$ cat config.mk
export PLATFORM = sky130hd
export DESIGN_NAME = demo_scene_sequencer
export DESIGN_NICKNAME = d
export VERILOG_FILES = /design/src/rtl/demo_scene_sequencer.sv
export SDC_FILE = /design/constraint.sdc
export NUM_CORES = 1
export LEC_CHECK = 0
export CORE_ASPECT_RATIO = 1.25
export CORE_MARGIN = 2
export CORE_UTILIZATION = 45
export CTS_BUF_LIST = sky130_fd_sc_hd__clkbuf_2 sky130_fd_sc_hd__clkbuf_4 sky130_fd_sc_hd__clkbuf_8
export CTS_CLUSTER_SIZE = 30
export DETAILED_ROUTE_END_ITERATION = 6
export GPL_ROUTABILITY_DRIVEN = 1
export PLACE_DENSITY = 0.68
export SYNTH_ARGS = -nofsm -noshare
export SYNTH_HDL_FRONTEND = slang
export SYNTH_SLANG_ARGS = --single-unit
$ cat constraint.sdc
create_clock -name clk -period 4.42 [get_ports clk]
set_clock_uncertainty 0.1 [all_clocks]
set_input_delay 0.884 -clock clk [delete_from_list [all_inputs] [get_ports clk]]
set_output_delay 0.884 -clock clk [all_outputs]
set_load 0.005 [all_outputs]
$ cat src/rtl/demo_scene_sequencer.sv
// Frame-synchronous scene/fade scheduler for the demoscene VGA pipeline.
// Optional macro SCENE_SHUFFLE_EN: LFSR-driven pseudo-random scene order.
module demo_scene_sequencer #(
  parameter int NUM_SCENES  = 4,
  parameter int SCENE_W     = 2,
  parameter int FADE_W      = 2,
  parameter int STEP_FRAMES = 8,
  parameter int HOLD_FRAMES = 240
) (
  input  logic               clk,
  input  logic               rst_n,
  input  logic               frame_start,
  input  logic               pause,
  input  logic               skip,
  output logic [SCENE_W-1:0] scene_id,
  output logic [FADE_W-1:0]  fade,
  output logic               scene_change,
  output logic [15:0]        frame_count
);

  localparam int STEP_W = $clog2(STEP_FRAMES + 1);
  localparam int HOLD_W = $clog2(HOLD_FRAMES + 1);

  localparam logic [FADE_W-1:0]  FADE_MAX  = {FADE_W{1'b1}};
  localparam logic [STEP_W-1:0]  STEP_LAST = STEP_W'(STEP_FRAMES - 1);
  localparam logic [HOLD_W-1:0]  HOLD_LAST = HOLD_W'(HOLD_FRAMES - 1);
  localparam logic [SCENE_W-1:0] SCENE_LAST = SCENE_W'(NUM_SCENES - 1);

  typedef enum logic [1:0] {
    FADE_IN  = 2'b00,
    HOLD     = 2'b01,
    FADE_OUT = 2'b10
  } state_e;

  state_e             state_q, state_d;
  logic [STEP_W-1:0]  step_cnt_q, step_cnt_d;
  logic [HOLD_W-1:0]  hold_cnt_q, hold_cnt_d;
  logic [SCENE_W-1:0] scene_id_q, scene_id_d;
  logic [FADE_W-1:0]  fade_q, fade_d;
  logic               scene_change_q, scene_change_d;
  logic [15:0]        frame_count_q, frame_count_d;
  logic               advance;
  logic [SCENE_W-1:0] next_scene;

`ifdef SCENE_SHUFFLE_EN
  logic [7:0]         lfsr_q, lfsr_d;
  logic [SCENE_W-1:0] offset;

  // Pick the next scene: skip ahead by a random offset that never lands back
  // on the current scene.
  always_comb begin
    offset = lfsr_q[SCENE_W-1:0];
    if (offset == SCENE_LAST) offset = '0;
    next_scene = scene_id_q + SCENE_W'(1) + offset;
  end
`else
  // Plain round-robin through the scenes.
  always_comb begin
    if (scene_id_q == SCENE_LAST) next_scene = '0;
    else next_scene = scene_id_q + SCENE_W'(1);
  end
`endif

  // Next-state logic; only a frame_start edge may change anything.
  always_comb begin
    state_d        = state_q;
    step_cnt_d     = step_cnt_q;
    hold_cnt_d     = hold_cnt_q;
    scene_id_d     = scene_id_q;
    fade_d         = fade_q;
    frame_count_d  = frame_count_q;
    scene_change_d = 1'b0;
    advance        = 1'b0;
`ifdef SCENE_SHUFFLE_EN
    lfsr_d         = lfsr_q;
`endif
    if (frame_start) begin
      frame_count_d = frame_count_q + 16'd1;
`ifdef SCENE_SHUFFLE_EN
      lfsr_d = {lfsr_q[6:0],
                lfsr_q[7] ^ lfsr_q[5] ^ lfsr_q[4] ^ lfsr_q[3]};
`endif
      if (!pause) begin
        case (state_q)
          FADE_IN: begin
            if (skip) begin
              state_d    = FADE_OUT;
              step_cnt_d = '0;
            end else if (step_cnt_q == STEP_LAST) begin
              step_cnt_d = '0;
              if (fade_q != FADE_MAX) fade_d = fade_q + FADE_W'(1);
              if (fade_d == FADE_MAX) begin
                state_d    = HOLD;
                hold_cnt_d = '0;
              end
            end else begin
              step_cnt_d = step_cnt_q + STEP_W'(1);
            end
          end
          HOLD: begin
            if (skip || hold_cnt_q == HOLD_LAST) begin
              state_d    = FADE_OUT;
              step_cnt_d = '0;
            end else begin
              hold_cnt_d = hold_cnt_q + HOLD_W'(1);
            end
          end
          FADE_OUT: begin
            if (step_cnt_q == STEP_LAST) begin
              step_cnt_d = '0;
              // Saturate: a skip from fade 0 must not wrap to full.
              if (fade_q != '0) fade_d = fade_q - FADE_W'(1);
              if (fade_d == '0) begin
                advance = 1'b1;
                state_d = FADE_IN;
              end
            end else begin
              step_cnt_d = step_cnt_q + STEP_W'(1);
            end
          end
          default: begin
            state_d    = FADE_IN;
            fade_d     = '0;
            step_cnt_d = '0;
            hold_cnt_d = '0;
          end
        endcase
        if (advance) begin
          scene_id_d     = next_scene;
          scene_change_d = 1'b1;
        end
      end
    end
  end

  // State and registered outputs.
  always_ff @(posedge clk or negedge rst_n) begin
    if (!rst_n) begin
      state_q        <= FADE_IN;
      step_cnt_q     <= '0;
      hold_cnt_q     <= '0;
      scene_id_q     <= '0;
      fade_q         <= '0;
      scene_change_q <= 1'b0;
      frame_count_q  <= '0;
    end else begin
      state_q        <= state_d;
      step_cnt_q     <= step_cnt_d;
      hold_cnt_q     <= hold_cnt_d;
      scene_id_q     <= scene_id_d;
      fade_q         <= fade_d;
      scene_change_q <= scene_change_d;
      frame_count_q  <= frame_count_d;
    end
  end

`ifdef SCENE_SHUFFLE_EN
  // Shuffle LFSR, free-running on frame boundaries.
  always_ff @(posedge clk or negedge rst_n) begin
    if (!rst_n) lfsr_q <= 8'hA5;
    else        lfsr_q <= lfsr_d;
  end
`endif

  assign scene_id     = scene_id_q;
  assign fade         = fade_q;
  assign scene_change = scene_change_q;
  assign frame_count  = frame_count_q;

endmodule

# ---- Word level (Yosys, flattened, before mapping)
# Index checks and enable logic that the tools add are counted.
dict set report word_totals {
  inputBits 5
  word_cells 81
  out_inout_bits 21
  ff_bits 35
}
dict set report op_classes {
  addsub 6
  reduce_logical 9
  muxes 40
  n_eq_ne 16
  bitwise_logic 3
}
# operator count
set op_table {}
lappend op_table {{$mux W2} 21}
lappend op_table {{$mux W8} 4}
lappend op_table {{$pmux W8 S3} 1}
lappend op_table {{$add A16 B1 Y16 const B} 1}
lappend op_table {{$ne A2 B2 Y1 const B} 8}
lappend op_table {{$reduce_and A7 Y1} 2}
lappend op_table {{$mux W4} 3}
lappend op_table {{$pmux W2 S3} 2}
lappend op_table {{$pmux W4 S3} 1}
lappend op_table {{$add A8 B1 Y8 const B} 1}
lappend op_table {{$eq A8 B8 Y1 const B} 1}
lappend op_table {{$mux W1} 8}
lappend op_table {{$eq A2 B2 Y1 const B} 3}
lappend op_table {{$ne A3 B3 Y1 const B} 2}
lappend op_table {{$reduce_and A3 Y1} 2}
lappend op_table {{$reduce_and A6 Y1} 1}
lappend op_table {{$add A2 B1 Y2 const B} 2}
lappend op_table {{$add A4 B1 Y4 const B} 1}
lappend op_table {{$eq A4 B3 Y1 const B} 1}
lappend op_table {{$logic_not A2 Y1} 2}
lappend op_table {{$not A1 Y1} 3}
lappend op_table {{$eq A2 B1 Y1 const B} 1}
lappend op_table {{$reduce_bool A2 Y1} 1}
lappend op_table {{$sub A2 B1 Y2 const B} 1}
lappend op_table {{$logic_or A1 B1 Y1} 1}

# ---- Depth between registers and ports, before layout
dict set report depth {
  depth_word 15
  ltp_mapped 6
  ltp_nobuf 5
}

# ---- Least setup slack after synthesis
# Ideal clock, no wire load.
dict set report synth_path {
  kind {input to register}
  from {input frame_start}
  to {register hold_cnt_q[5]}
  cell_stages 5
  setup_ps 126
  arrival_ps 1874
  path_buffers 1
  setup_slack_ps 2320
  required_time_ps 4194
  path_cell_list {buf_4 > and2b_1 > a31oi_1 > a21o_1 > a221o_1}
}
dict set report synth_via {
  elab_chain_cells 1
}
# item line
set synth_rtl {}
lappend synth_rtl {{start, declared} 12} ;# input logic frame_start,
lappend synth_rtl {{$reduce_and A7 Y1 (no line)} -}
lappend synth_rtl {{end signal, assigned} 149} ;# hold_cnt_q <= hold_cnt_d;
lappend synth_rtl {{end, declared} 37} ;# logic [HOLD_W-1:0] hold_cnt_q, hold_cnt_d;
# Every way passes these cells.
# A chain may end at the register's enable or synchronous reset.

# ---- Worst setup path after layout
# Ends and elaborated chain as after synthesis.

==> run metrics <==
Critical Path RT roughly 4.5 ns; CP endpoint kind flip-flop; Clock Power Share roughly a quarter; core area around 0.0038 mm2; CTS Buffer Depth 2; crit-path cells clkdlybuf4s50_1, and2b_1, a31oi_1, a21o_1, a221o_1; most frequent cells in the layout dfrtp_1 (35), clkdlybuf4s50_1 (25), nand2_1 (18); origin of the critical flop-to-flop path hold_cnt_q[0]$_DFFE_PN0P_; Tcrit/Tclk final ~57%; H-tree depth 2; nets approximately 210; Comb pwr share 25.8%; die height around 74 um; input/output buffers 25; outcome completed; # IOs 26; GPL Wtd Cong a little over 0.9; wire length per cell roughly 14 um; Hold Fails Final Rpt 0; crit path DAT around 2.6 ns; TNS Setup 0 ns; share of post-route cells with drive strength above 1 under 10%; Tot GR Track Use 17.9%; clock tree sinks 35; crit path time final around 2.5 ns; P_int about 0.00066 W; Placed Cells 250; Sw Pwr 0.000307 W; Yosys cell types 42; crit-path leading delay family compound AO/OA/AOI/OAI gates; sequential area share after synthesis approximately 49%; num rows 25; Startpoint Class input port; fin. max-slew vios 0; Antenna Cells 0; sequential power share 49.9%; Inserted Clock Buffers 5; flop-to-flop setup slack 2.46 ns; Resized cells post-CTS 0; peak fanout along the critical path 9; clk root buf clkbuf_8; non-filler instance count after layout roughly 260; routed via count approximately 1500; synthesized area between 0.0015 and 0.002 mm2; Post-Syn Area per Cell 10.2 um2; routed wire length 3520 um; post-route setup slack 1.89 ns; post-CTS setup buffers 0; first-pass GRT wire length 5970 um; Area Growth Syn to Fin 21.8%; Syn Nets 184; initial antenna violation count 0; number of remaining DRC errors 0; clock slew at reported path FFs roughly 0.07 ns; worst stage delay on the critical path roughly 0.65 ns; initial core utilization roughly 47%; Max Clock Freq just under 0.4 GHz; worst setup path class input port to flip-flop; DR vias/cell roughly 5.7; largest net degree at the start of global routing 36; Final setup violation count 0; #FFs+latches synth 35; min-delay src frame_count[15]$_DFFE_PN0P_; commonest non-fill, non-tap cell in the layout dfrtp_1; drt initial violations 73; Final Power between 0.0009 and 0.001 W; DRT antenna net count 0; leakage ~1.0 nW; WP buf/inv 1; YS warnings 0; IR drop worst, VDD around 0.00027 V; relative slew slack roughly two thirds; PwrDens between 400 and 500 mW/mm2; clk_lat worst skew 0.29 ns; hold_buf cts 0; Critical path origin frame_start; top cells by area, synth dfrtp_1 (49%), xor2_1 (4.9%), nand2_1 (3.8%); Die W between 60 and 70 um; max cap viols 0; dpl ws between 1.5 and 2 ns; Hold/Removal Path Class flip-flop to flip-flop; vias in the first global route roughly 1400; critical path's slowest cell clkdlybuf4s50_1; Syn Inst Count about 180; measured slew at the worst slew-check pin approximately 0.53 ns; Fillers roughly 340; CTS tree done; RSZ-0062 raised after global routing no; Post-DP HPWL ~2500 um; switching portion of total power 31.8%; Yosys top cell area share between 40% and 50%; Hold WS roughly 0.37 ns; Initial DRT Pass Iterations 4; Die Area approximately 0.0045 mm2; area leader, netlist dfrtp_1; grt total ovfl 0
synth_stat cells (all sizes together):
cell type and instances:
dfrtp 35, nand2 18, nor2 15, xor2 10
a21oi 9, nand4 9, a21o 6, and3 6
nor3 5, xnor2 5, ha 4, mux2 4
nand3 4, o21ai 4, a211o 3, and3b 3
clkbuf 3, nor2b 3, o211ai 3, a211oi 2
a221o 2, a31oi 2, buf 2, inv 2
nand2b 2, nor4 2, a21boi 1, a22o 1
and2 1, and2b 1, and4 1, nand4bb 1
nor3b 1, nor4b 1, o221ai 1, o311ai 1
or2 1, or4 1
per-layer routing:
layer / routed length, um / part of all wire, % / vias to the layer above / track usage (%)
met3: 171 / 4.9 / 9 / 3.13
met2: 1760 / 50 / 44 / 29.5
met4: 97 / 2.8 / 0 / 11.1
met1: 1490 / 42 / 724 / 21.4
met5: 0 / 0 / - / 0
li1: - / - / 691 / -
worst register-to-register path, delay by kind of cell (launching register included):
kind | cells | cell delay [ns]
and+or+nand+nor | 1 | 0.27
adders and majority gates | 1 | 0.26
DFF | 1 | 0.42
AOI/OAI and AO/OA | 3 | 0.80
power groups by stage:
stage	Combinational (W)	Sequential [W]	Clock [W]
2_1_floorplan	0.000152	0.000460	0
3_3_place_gp	0.000244	0.000480	0
3_5_place_dp	0.000250	0.000485	0
4_1_cts	0.000251	0.000479	0.000242
5_1_grt	0.000283	0.000494	0.000254
6_report	0.000249	0.000481	0.000234
sequential cells by signal, indices dropped and copies added (netlist names):
name and cells:
fade 2, frame_count 16, hold_cnt_q 8, scene_change 1
scene_id 2, state_q 2, step_cnt_q 4
final cells by class:
class / count / area (um2) / area share (%)
flip-flops and latches: 35 / 876 / 40.3
repair buffers: 26 / 258 / 11.9
clock inverters: 1 / 5.00 / 0.231
well taps: 54 / 67.6 / 3.11
clock buffers: 6 / 82.6 / 3.80
multi-input cells: 133 / 875 / 40.3
inverters: 2 / 7.51 / 0.346
per-stage QoR:
stage	area (um2)	utilization (%)
floorplan	1780	-
global placement	2080	55.0
detailed placement	2080	55.0
CTS	2170	57.4
global route	2170	57.4
finish	2170	57.4
cell families after synthesis:
| group | share of synthesized area (%) |
|---|---|
| and+or+nand+nor | 22.6 |
| DFF | 49.1 |
| AOI/OAI and AO/OA | 13.8 |
| xor gates and xnor gates | 7.37 |
| buffers and inverters | 1.82 |
| muxes | 2.53 |
| adders and majority gates | 2.81 |
worst paths after layout:
path | to | cells past startpoint
worst max-delay path | hold_cnt_q[5]$_DFFE_PN0P_ | 5
worst min-delay path | frame_count[15]$_DFFE_PN0P_ | 1
worst max register to register | hold_cnt_q[5]$_DFFE_PN0P_ | 5
worst min register to register | frame_count[15]$_DFFE_PN0P_ | 1
max in group asynchronous | frame_count[13]$_DFFE_PN0P_ | 2
min in group asynchronous | frame_count[8]$_DFFE_PN0P_ | 2
(Power assumes the default switching activity.)
